--- src/rtl/riscv_defs_pkg.sv ---
// Shared RISC-V front-end definitions: XLEN, NOP encoding, default reset PC,
// and the packed {addr, inst} entry carried by the prefetch queue.
package riscv_defs_pkg;

    localparam int unsigned XLEN = 32;
    localparam logic [XLEN-1:0] INST_NOP = 32'h0000_0013;
    localparam logic [XLEN-1:0] RESET_PC_DEFAULT = 32'h0000_0000;

    typedef struct packed {
        logic [XLEN-1:0] addr;
        logic [XLEN-1:0] inst;
    } fetch_entry_t;

    function automatic logic [XLEN-1:0] word_align(input logic [XLEN-1:0] a);
        return {a[XLEN-1:2], 2'b00};
    endfunction

endpackage

--- src/rtl/prefetch_fifo.sv ---
// Synchronous in-order queue; head is visible combinationally (0-cycle read).
// Latency: push visible at head the cycle after the push.
// Backpressure: none internally; the caller never pushes full or pops empty.
module prefetch_fifo #(
    parameter int unsigned WIDTH = 64,
    parameter int unsigned DEPTH = 4
) (
    input  logic                     clk,
    input  logic                     rst,
    input  logic                     push,
    input  logic [WIDTH-1:0]         push_dat,
    input  logic                     pop,
    input  logic                     flush,
    output logic [$clog2(DEPTH):0]   count,
    output logic [WIDTH-1:0]         head
);
    localparam int unsigned AW = $clog2(DEPTH);
    localparam int unsigned CW = AW + 1;

    logic [WIDTH-1:0] mem [DEPTH];
    logic [AW-1:0]    wr_ptr;
    logic [AW-1:0]    rd_ptr;

    assign head = mem[rd_ptr];

    always_ff @(posedge clk or posedge rst) begin
        if (rst) begin
            wr_ptr <= '0;
            rd_ptr <= '0;
            count  <= '0;
        end else if (flush) begin
            wr_ptr <= '0;
            rd_ptr <= '0;
            count  <= '0;
        end else begin
            if (push) wr_ptr <= wr_ptr + AW'(1);
            if (pop)  rd_ptr <= rd_ptr + AW'(1);
            count <= count + CW'(push) - CW'(pop);
        end
    end

    always_ff @(posedge clk) begin
        if (push && !flush) mem[wr_ptr] <= push_dat;
    end

endmodule

--- src/rtl/inst_prefetch.sv ---
// Instruction prefetch: issues sequential word fetches ahead of demand, queues returns in order.
// Latency: rvalid -> fetch_valid_o next cycle; same cycle when INST_PREFETCH_BYPASS_EN is defined.
// Backpressure: fetch_ready_i low fills the queue; requests stop once queued + live in-flight = DEPTH.
module inst_prefetch
    import riscv_defs_pkg::*;
#(
    parameter int unsigned     DEPTH    = 4,
    parameter logic [XLEN-1:0] RESET_PC = RESET_PC_DEFAULT
) (
    input  logic            clk,
    input  logic            rst,
    output logic            mem_req_o,
    output logic [XLEN-1:0] mem_addr_o,
    input  logic            mem_gnt_i,
    input  logic            mem_rvalid_i,
    input  logic [XLEN-1:0] mem_rdata_i,
    output logic            fetch_valid_o,
    output logic [XLEN-1:0] fetch_inst_o,
    output logic [XLEN-1:0] fetch_addr_o,
    input  logic            fetch_ready_i,
    input  logic            flush_i,
    input  logic [XLEN-1:0] flush_addr_i
);
    localparam int unsigned CW = $clog2(DEPTH) + 1;
    // One extra bit: stale requests awaiting discard can stack behind a full window of new-path ones.
    localparam int unsigned IW = CW + 1;

    logic [XLEN-1:0] next_pc;
    logic [XLEN-1:0] rsp_pc;
    logic [IW-1:0]   inflight;
    logic [IW-1:0]   inflight_nxt;
    logic [IW-1:0]   discard;
    logic [CW-1:0]   fifo_count;
    fetch_entry_t    head;
    fetch_entry_t    push_dat;
    logic            grant;
    logic            rsp;
    logic            keep;
    logic            byp;
    logic            queued;
    logic            fifo_push;
    logic            fifo_pop;

    assign mem_req_o  = !rst && ((IW'(fifo_count) + (inflight - discard)) < IW'(DEPTH));
    assign mem_addr_o = next_pc;

    assign grant  = mem_req_o && mem_gnt_i;
    // Responses with nothing outstanding belong to a pre-reset request and are ignored.
    assign rsp    = mem_rvalid_i && (inflight != '0);
    assign keep   = rsp && (discard == '0) && !flush_i;
    assign queued = (fifo_count != '0);

`ifdef INST_PREFETCH_BYPASS_EN
    assign byp = keep && !queued && fetch_ready_i;
`else
    assign byp = 1'b0;
`endif

    assign fifo_push    = keep && !byp;
    assign fifo_pop     = queued && !flush_i && fetch_ready_i;
    assign push_dat     = '{addr: rsp_pc, inst: mem_rdata_i};
    assign inflight_nxt = inflight + IW'(grant) - IW'(rsp);

    always_ff @(posedge clk or posedge rst) begin
        if (rst) begin
            next_pc  <= RESET_PC;
            rsp_pc   <= RESET_PC;
            inflight <= '0;
            discard  <= '0;
        end else begin
            inflight <= inflight_nxt;
            if (flush_i) begin
                next_pc <= word_align(flush_addr_i);
                rsp_pc  <= word_align(flush_addr_i);
                discard <= inflight_nxt;
            end else begin
                if (grant) next_pc <= next_pc + 32'd4;
                if (keep)  rsp_pc  <= rsp_pc + 32'd4;
                if (rsp && (discard != '0)) discard <= discard - IW'(1);
            end
        end
    end

    prefetch_fifo #(
        .WIDTH ($bits(fetch_entry_t)),
        .DEPTH (DEPTH)
    ) u_fifo (
        .clk      (clk),
        .rst      (rst),
        .push     (fifo_push),
        .push_dat (push_dat),
        .pop      (fifo_pop),
        .flush    (flush_i),
        .count    (fifo_count),
        .head     (head)
    );

    always_comb begin
        fetch_valid_o = 1'b0;
        fetch_inst_o  = INST_NOP;
        fetch_addr_o  = '0;
        if (queued && !flush_i) begin
            fetch_valid_o = 1'b1;
            fetch_inst_o  = head.inst;
            fetch_addr_o  = head.addr;
        end else if (byp) begin
            fetch_valid_o = 1'b1;
            fetch_inst_o  = mem_rdata_i;
            fetch_addr_o  = rsp_pc;
        end
    end

endmodule

--- config.mk ---
export PLATFORM = sky130hd
export DESIGN_NAME = inst_prefetch
export DESIGN_NICKNAME = d
export VERILOG_FILES = /design/src/rtl/riscv_defs_pkg.sv /design/src/rtl/prefetch_fifo.sv /design/src/rtl/inst_prefetch.sv
export SDC_FILE = /design/constraint.sdc
export NUM_CORES = 1
export LEC_CHECK = 0
export BUFFER_PORTS_ARGS = -buffer_cell sky130_fd_sc_hd__buf_4
export CORE_ASPECT_RATIO = 1.4
export CORE_MARGIN = 4
export CORE_UTILIZATION = 40
export DETAILED_ROUTE_END_ITERATION = 8
export SETUP_SLACK_MARGIN = 0.15
export SYNTH_ARGS = -nofsm -noshare
export SYNTH_HDL_FRONTEND = slang
export SYNTH_SLANG_ARGS = --single-unit
--- constraint.sdc ---
create_clock -name clk -period 6.3 [get_ports clk]
set_input_delay 1.26 -clock clk [delete_from_list [all_inputs] [get_ports clk]]
set_output_delay 1.26 -clock clk [all_outputs]
set_load 0.01 [all_outputs]
==> results of run 1 <==
## layout by cell type, fill, tap and decap left out, types with 22 or more instances in the layout
| cell type | netlist | layout |
|---|---|---|
| edfxtp_1 | 248 | 248 |
| buf_4 | 5 | 178 |
| dfrtp_1 | 75 | 73 |
| mux4_2 | 62 | 62 |
| and2_1 | 62 | 62 |
| nor2_1 | 41 | 40 |
| inv_1 | 38 | 37 |
| clkbuf_16 | 0 | 31 |
| nor3_1 | 30 | 30 |
| nand2_1 | 28 | 28 |
| xnor2_1 | 25 | 25 |
| nand3_1 | 22 | 22 |
## cells in the mapped netlist (13+ instances only)
| cell type | number | area (µm²) |
|---|---|---|
| a21oi_1 | 15 | 75.1 |
| nor3_1 | 30 | 150 |
| clkbuf_1 | 31 | 116 |
| o31a_1 | 13 | 114 |
| nand2b_1 | 15 | 93.8 |
| mux4_2 | 62 | 1400 |
| inv_1 | 38 | 143 |
| nand3_1 | 22 | 110 |
| nor2_1 | 41 | 154 |
| nor4_1 | 17 | 106 |
| and3_1 | 13 | 81.3 |
| ha_1 | 18 | 225 |
| edfxtp_1 | 248 | 7450 |
| and2_1 | 62 | 388 |
| nand4_1 | 17 | 106 |
| dfrtp_1 | 75 | 1880 |
| nand2_1 | 28 | 105 |
| xnor2_1 | 25 | 219 |
## routing by layer
layer  share of wire (%)  vias up
met5                   0        -
met3                 4.5       34
met2                  51      208
li1                    -     3911
met1                  43     4253
met4                 1.5        0
## how the worst max path moves through the flow
stage,from,to,slack [ps]
after floorplan,rst,discard[2]$_DFFE_PP0P_,1470
after detailed placement,flush_i,fetch_addr_o[31],2100
after CTS,inflight[1]$_DFF_PP0_,mem_req_o,1800
after global placement,flush_i,fetch_addr_o[2],2150
after global routing,inflight[1]$_DFF_PP0_,mem_req_o,1690
final,inflight[1]$_DFF_PP0_,mem_req_o,1860
## sequential cells by signal, summed over array words and instances (netlist names)
register / flops
mem_addr_o: 30
inflight: 4
u_fifo.wr_ptr: 2
discard: 4
u_fifo.mem: 248
u_fifo.count: 3
rsp_pc: 30
u_fifo.rd_ptr: 2
## cells by family after synthesis
logic type	share of synthesized area [%]
other	0.0265
and+or+nand+nor	11.9
xor gates and xnor gates	2.08
buffers and inverters	2.47
AOI/OAI and AO/OA	4.89
DFF	66.0
adders and majority gates	2.16
muxes	10.5
## final cells by class
cell class | count | share of cell area (%)
Clock buffer | 42 | 5.17
Clock inverter | 15 | 1.30
Inverter | 38 | 0.841
Multi-Input combinational cell | 520 | 26.4
Sequential cell | 323 | 55.0
Tap cell | 456 | 3.36
Timing Repair Buffer | 178 | 7.88
## critical path: stages, from the launching register on
cell and delay [ps]:
dfrtp_1 420, inv_1 110, fa_1 540, inv_1 40
ha_1 290, and3b_1 220, or3_1 330, o22a_1 380
nor2_1 160, buf_4 130
## through the flow
stage / setup WS (ps) / total power [mW] / hold WS (ps) / cell area (µm²) / utilization, %
global placement: 2150 / 4.09 / 553 / 15900 / 45.4
detailed placement: 2100 / 4.11 / 571 / 15900 / 45.4
finish: 1860 / 6.00 / 581 / 17000 / 48.5
floorplan: 1470 / 3.56 / 508 / 14100 / -
CTS: 1800 / 6.10 / 579 / 17000 / 48.5
global route: 1690 / 6.32 / 609 / 17000 / 48.5
## power breakdown
part | switching, mW | internal, mW | leakage (nW)
clock network | 0.780 | 1.18 | 0.528
logic | 0.756 | 0.697 | 2.38
registers | 0.165 | 2.42 | 3.10
==> results by group, run 1 <==
Floorplanning
  • Rows: 81
  • Die ar.: 38500 µm²
  • Die X-Extent: 167 µm
  • Starting Density: 40.4%
  • Ports: 168
  • DIE HEIGHT: 230 µm
  • Area of the core: 35000 µm²

Drt
  • Post-Route WL: 30.8 mm
  • DRT Pass-1 Iters: 5
  • Routed Antenna Nets: 0
  • Vias/cell: 5.35
  • Residual DRC: 0
  • Via count: 8406
  • Drt wl/cell: 19.6 µm
  • 1st-iter DRT viols: 446

Timing
  • Fin. Hold Viols: 0
  • Final setup vio count: 0
  • Clock skew: 15.1 ps
  • Crit path time final: 4440 ps
  • Fin crit share: 70.6%
  • RSZ-0062 raised after global routing: false
  • Max-slew violation total from the final report: 0
  • Max Fclk: 225 MHz
  • Setup TNS: 0 ps
  • Worst slew pin tran: 880 ps
  • Slew HR: 41.2%

Synthesis
  • Avg Inst Size Synth: 15.2 µm²
  • Synth Register Bits: 323
  • Unique masters post-synth: 56
  • Top FF cell, synth: edfxtp_1
  • Post-Syn Area: 14100 µm²
  • Synth async-reset ratio: 23.2%
  • Synth Instances: 927
  • Post-synth EDFFs: 248
  • Sequential share of the synthesized area: 66.0%
  • Yosys warns: 0

CTS
  • TritonCTS clock tree: yes
  • Post-cts hold buffer count: 0
  • Postcts setup bufs: 0
  • Worst-case clock buffer depth: 3
  • Post-CTS Resized: 0
  • CTS Buf Count: 31
  • Worst-path clk slew: 60 ps
  • Worst-Skew Late Latency: 560 ps
  • Clock Root Buffer: clkbuf_16
  • CTS sink count: 323
  • H-Tree Depth: 1

Global route
  • GR met1 Demand/Resource: 20.7%
  • Largest net degree at the start of global routing: 66
  • Met3 Usage GRT: 2.24%
  • Gr usage total: 15.7%
  • Met2 global-route usage: 27.8%
  • Initial antenna violation count: 0
  • Global-route wire length before repair: 48.4 mm
  • Gr busiest metal: met2
  • Vias in the first global route: 8594
  • GRT Residual Overflow: 0

Final layout
  • Share of cells above drive strength 1: 27.4%
  • Fin cells: 1572
  • Ant diodes: 0
  • Register area: 9330 µm²
  • Final nets: 1184
  • Area of the multi-input gates: 4490 µm²
  • Fillers: 3077
  • Area Overhead vs Synth: 20.0%

Setup path
  • Crit path DAT: 3180 ps
  • Required @ worst endpoint: 5040 ps
  • Worst R2R Path Depth: 17
  • Kind of critical path: reg2out
  • Reg2reg start: inflight[1]$_DFF_PP0_
  • CP startpoint kind: flip-flop
  • Crit. End Element: primary output
  • Worst R2R Setup Slack: 2270 ps
  • Critical Path Fanout Max: 13
  • FF-to-FF End: discard[2]$_DFFE_PP0P_

Pwr
  • P per Cell Area: 354 nW/µm²
  • Leakage power: 6.01 nW
  • Worst VDD drop: 0.000296 V

Status
  • Status: finished clean

Hold path
  • Hold Path Depth: 2
  • Hold wc startpoint: u_fifo.wr_ptr[1]$_DFFE_PP0N_
  • Hold Crit Class: reg2reg
  • Hold EP: u_fifo.wr_ptr[1]$_DFFE_PP0N_

Placement
  • HPWL Detailed: 19.9 mm
  • Placed cell count: 1515
  • Number of buffers added on ports: 161
  • Placer congestion estimate: 0.822

Flow run
  • Max-cap violations: 0
Power figures use the tool's default switching activity.
==> run 2, diff against run 1 <==
- clock period: 6.3 -> 3.7 ns (I/O delays scaled with it)
==> run 2 against run 1 <==
Clock skew increased by 3.9 ps. Via count increased by 0.32%. Largest cell class unchanged. Sequential cell count unchanged. Worst hold slack got worse by 200 ps. Critical path type unchanged. First-iteration DRC count decreased by 11%.
==> results by group, run 2 (synthesized netlist as in run 1, its figures left out) <==
Status
  • Status: finished clean

Floorplanning
  • Area of the core: 35000 µm² (unchanged)
  • Ports: 168 (unchanged)
  • Die ar.: 38500 µm² (unchanged)
  • Rows: 81 (unchanged)
  • DIE HEIGHT: 230 µm (unchanged)
  • Starting Density: 40.4% (unchanged)
  • Die X-Extent: 167 µm (unchanged)

Timing
  • Max Fclk: 281 MHz
  • Fin crit share: 96.2%
  • Fin. Hold Viols: 0 (unchanged)
  • Final Worst Setup Slack: 142 ps (-1710 ps)
  • Crit path time final: 3560 ps
  • Min Hold Slack: 378 ps (-203 ps)
  • RSZ-0062 raised after global routing: true
  • Slew HR: 32.1% (-9.1 points)
  • Worst slew pin tran: 1020 ps (+139 ps)
  • Clock skew: 19.0 ps (+3.89 ps)
  • Final setup vio count: 0 (unchanged)
  • Max-slew violation total from the final report: 0 (unchanged)
  • Setup TNS: 0 ps (unchanged)

Placement
  • Number of buffers added on ports: 161 (unchanged)
  • Setup slack at placement: 73.8 ps (-2020 ps)
  • HPWL Detailed: 19.8 mm (-0.24%)
  • Placer congestion estimate: 0.821 (about the same)
  • Placed cell count: 1523 (+0.53%)
  • Post-DP Area: 16000 µm² (+0.83%)

Drt
  • Via count: 8433 (+0.32%)
  • Post-Route WL: 31.0 mm (+0.73%)
  • Routed Antenna Nets: 0 (unchanged)
  • DRT Pass-1 Iters: 4 (-1)
  • Residual DRC: 0 (unchanged)
  • Drt wl/cell: 19.4 µm (-0.78%)
  • 1st-iter DRT viols: 399 (-11%)
  • Vias/cell: 5.28 (-1.2%)

Hold path
  • Hold wc startpoint: mem_rdata_i[8]
  • Hold Crit Class: in2reg

Pwr
  • Leakage power: 6.14 nW (+2.1%)
  • Worst VDD drop: 0.000815 V (+180%)
  • Total power: 10.9 mW (+82%)
  • P per Cell Area: 631 nW/µm² (+78%)

Global route
  • GRT Residual Overflow: 0 (unchanged)
  • Gr usage total: 16.0% (+0.31 points)
  • Initial antenna violation count: 0 (unchanged)
  • Largest net degree at the start of global routing: 76 (+15%)
  • Global-route wire length before repair: 49.5 mm (+2.2%)
  • Vias in the first global route: 8917 (+3.8%)

Setup path
  • CP startpoint kind: flip-flop
  • Kind of critical path: reg2out
  • Crit path DAT: 2820 ps (-360 ps)
  • Critical Path Start: inflight[1]$_DFF_PP0_
  • Reg2reg start: inflight[1]$_DFF_PP0_
  • Critical Path Fanout Max: 2 (-11)
  • Required @ worst endpoint: 2960 ps (-2080 ps)
  • Crit. End Element: primary output

Final layout
  • Post-route cell area: 17300 µm² (+2.1%)
  • Largest Register: u_fifo.mem
  • Max FFs per register: 248 (unchanged)
  • Final nets: 1207 (+1.9%)
  • Share of cells above drive strength 1: 30.5% (+3.1 points)
  • Ant diodes: 0 (unchanged)
  • Post-layout util: 49.5% (+0.99 points)
  • Area Overhead vs Synth: 22.5%
  • Commonest non-fill, non-tap cells in the layout: edfxtp_1, buf_4, dfrtp_1, mux4_2, and2_1
  • Fin cells: 1596 (+1.5%)
  • Commonest non-fill, non-tap cell in the layout: edfxtp_1

CTS
  • CTS Buf Count: 31 (unchanged)
  • Post-cts hold buffer count: 0 (unchanged)
  • Clock Root Buffer: clkbuf_16
  • CTS sink count: 323 (unchanged)
  • Worst-case clock buffer depth: 3 (unchanged)
  • Worst-Skew Late Latency: 570 ps (about the same)
  • TritonCTS clock tree: yes
  • H-Tree Depth: 1 (unchanged)
  • Worst-path clk slew: 60 ps (about the same)

Flow run
  • Max-cap violations: 0 (unchanged)
-- run 2: cell count changes in the layout (fill, tap and decap cells not counted), moves of 4 or more --
cell / before / now
buf_12: 0 / 5
ha_1: 18 / 14
ha_4: 0 / 4
buf_4: 178 / 194
inv_2: 1 / 6
inv_1: 37 / 31
-- run 2: worst max-delay path, stage by stage (launching register included) --
cell and delay [ps]:
dfrtp_1 360, inv_2 60, fa_1 550, inv_2 50, ha_4 200, and3b_2 200
or3_4 330, o22a_1 220, buf_6 130, nor2_4 70, buf_6 100
-- run 2: layout make-up --
cell class                 instances  area [µm²]
fill                            3041       17700
sequential                       323        9330
multi-input combinational        520        4570
timing repair buffer             201        1580
clock buffer                      40         850
tap                              456         571
clock inverter                    18         260
inverter                          38         146
-- run 2: final timing paths --
path | cells after the start | slack [ps] | end
min reg2reg | 0 | 580 | u_fifo.mem[1][52]$_DFFE_PP_
min | 1 | 380 | u_fifo.mem[2][8]$_DFFE_PP_
max reg2reg | 18 | 210 | discard[3]$_DFFE_PP0P_
min in group asynchronous | 3 | 570 | mem_addr_o[9]$_DFFE_PP0N_
max | 10 | 140 | mem_req_o
max in group asynchronous | 3 | 2370 | u_fifo.rd_ptr[0]$_DFFE_PP0P_
-- run 2: repair_timing --
| action | in CTS | in global routing |
|---|---|---|
| pin swaps | 5 | 5 |
| gates resized for setup | 10 | 12 |
| setup endpoints to repair | 3 | 8 |
| setup buffers | 10 | 5 |
-- run 2: per-layer routing --
layer | vias up | track usage [%] | part of all wire (%)
met2 | 187 | 28.1 | 51
met5 | - | 0 | 0
met4 | 0 | 4.83 | 2.5
met1 | 4251 | 20.8 | 42
met3 | 44 | 2.07 | 4.0
li1 | 3951 | - | -
-- run 2: power by group --
part / switching, mW / internal [mW] / leakage [nW]
Combinational: 1.49 / 1.65 / 2.51
Clock: 1.35 / 2.04 / 0.532
Sequential: 0.255 / 4.12 / 3.10
Total: 3.10 / 7.81 / 6.14
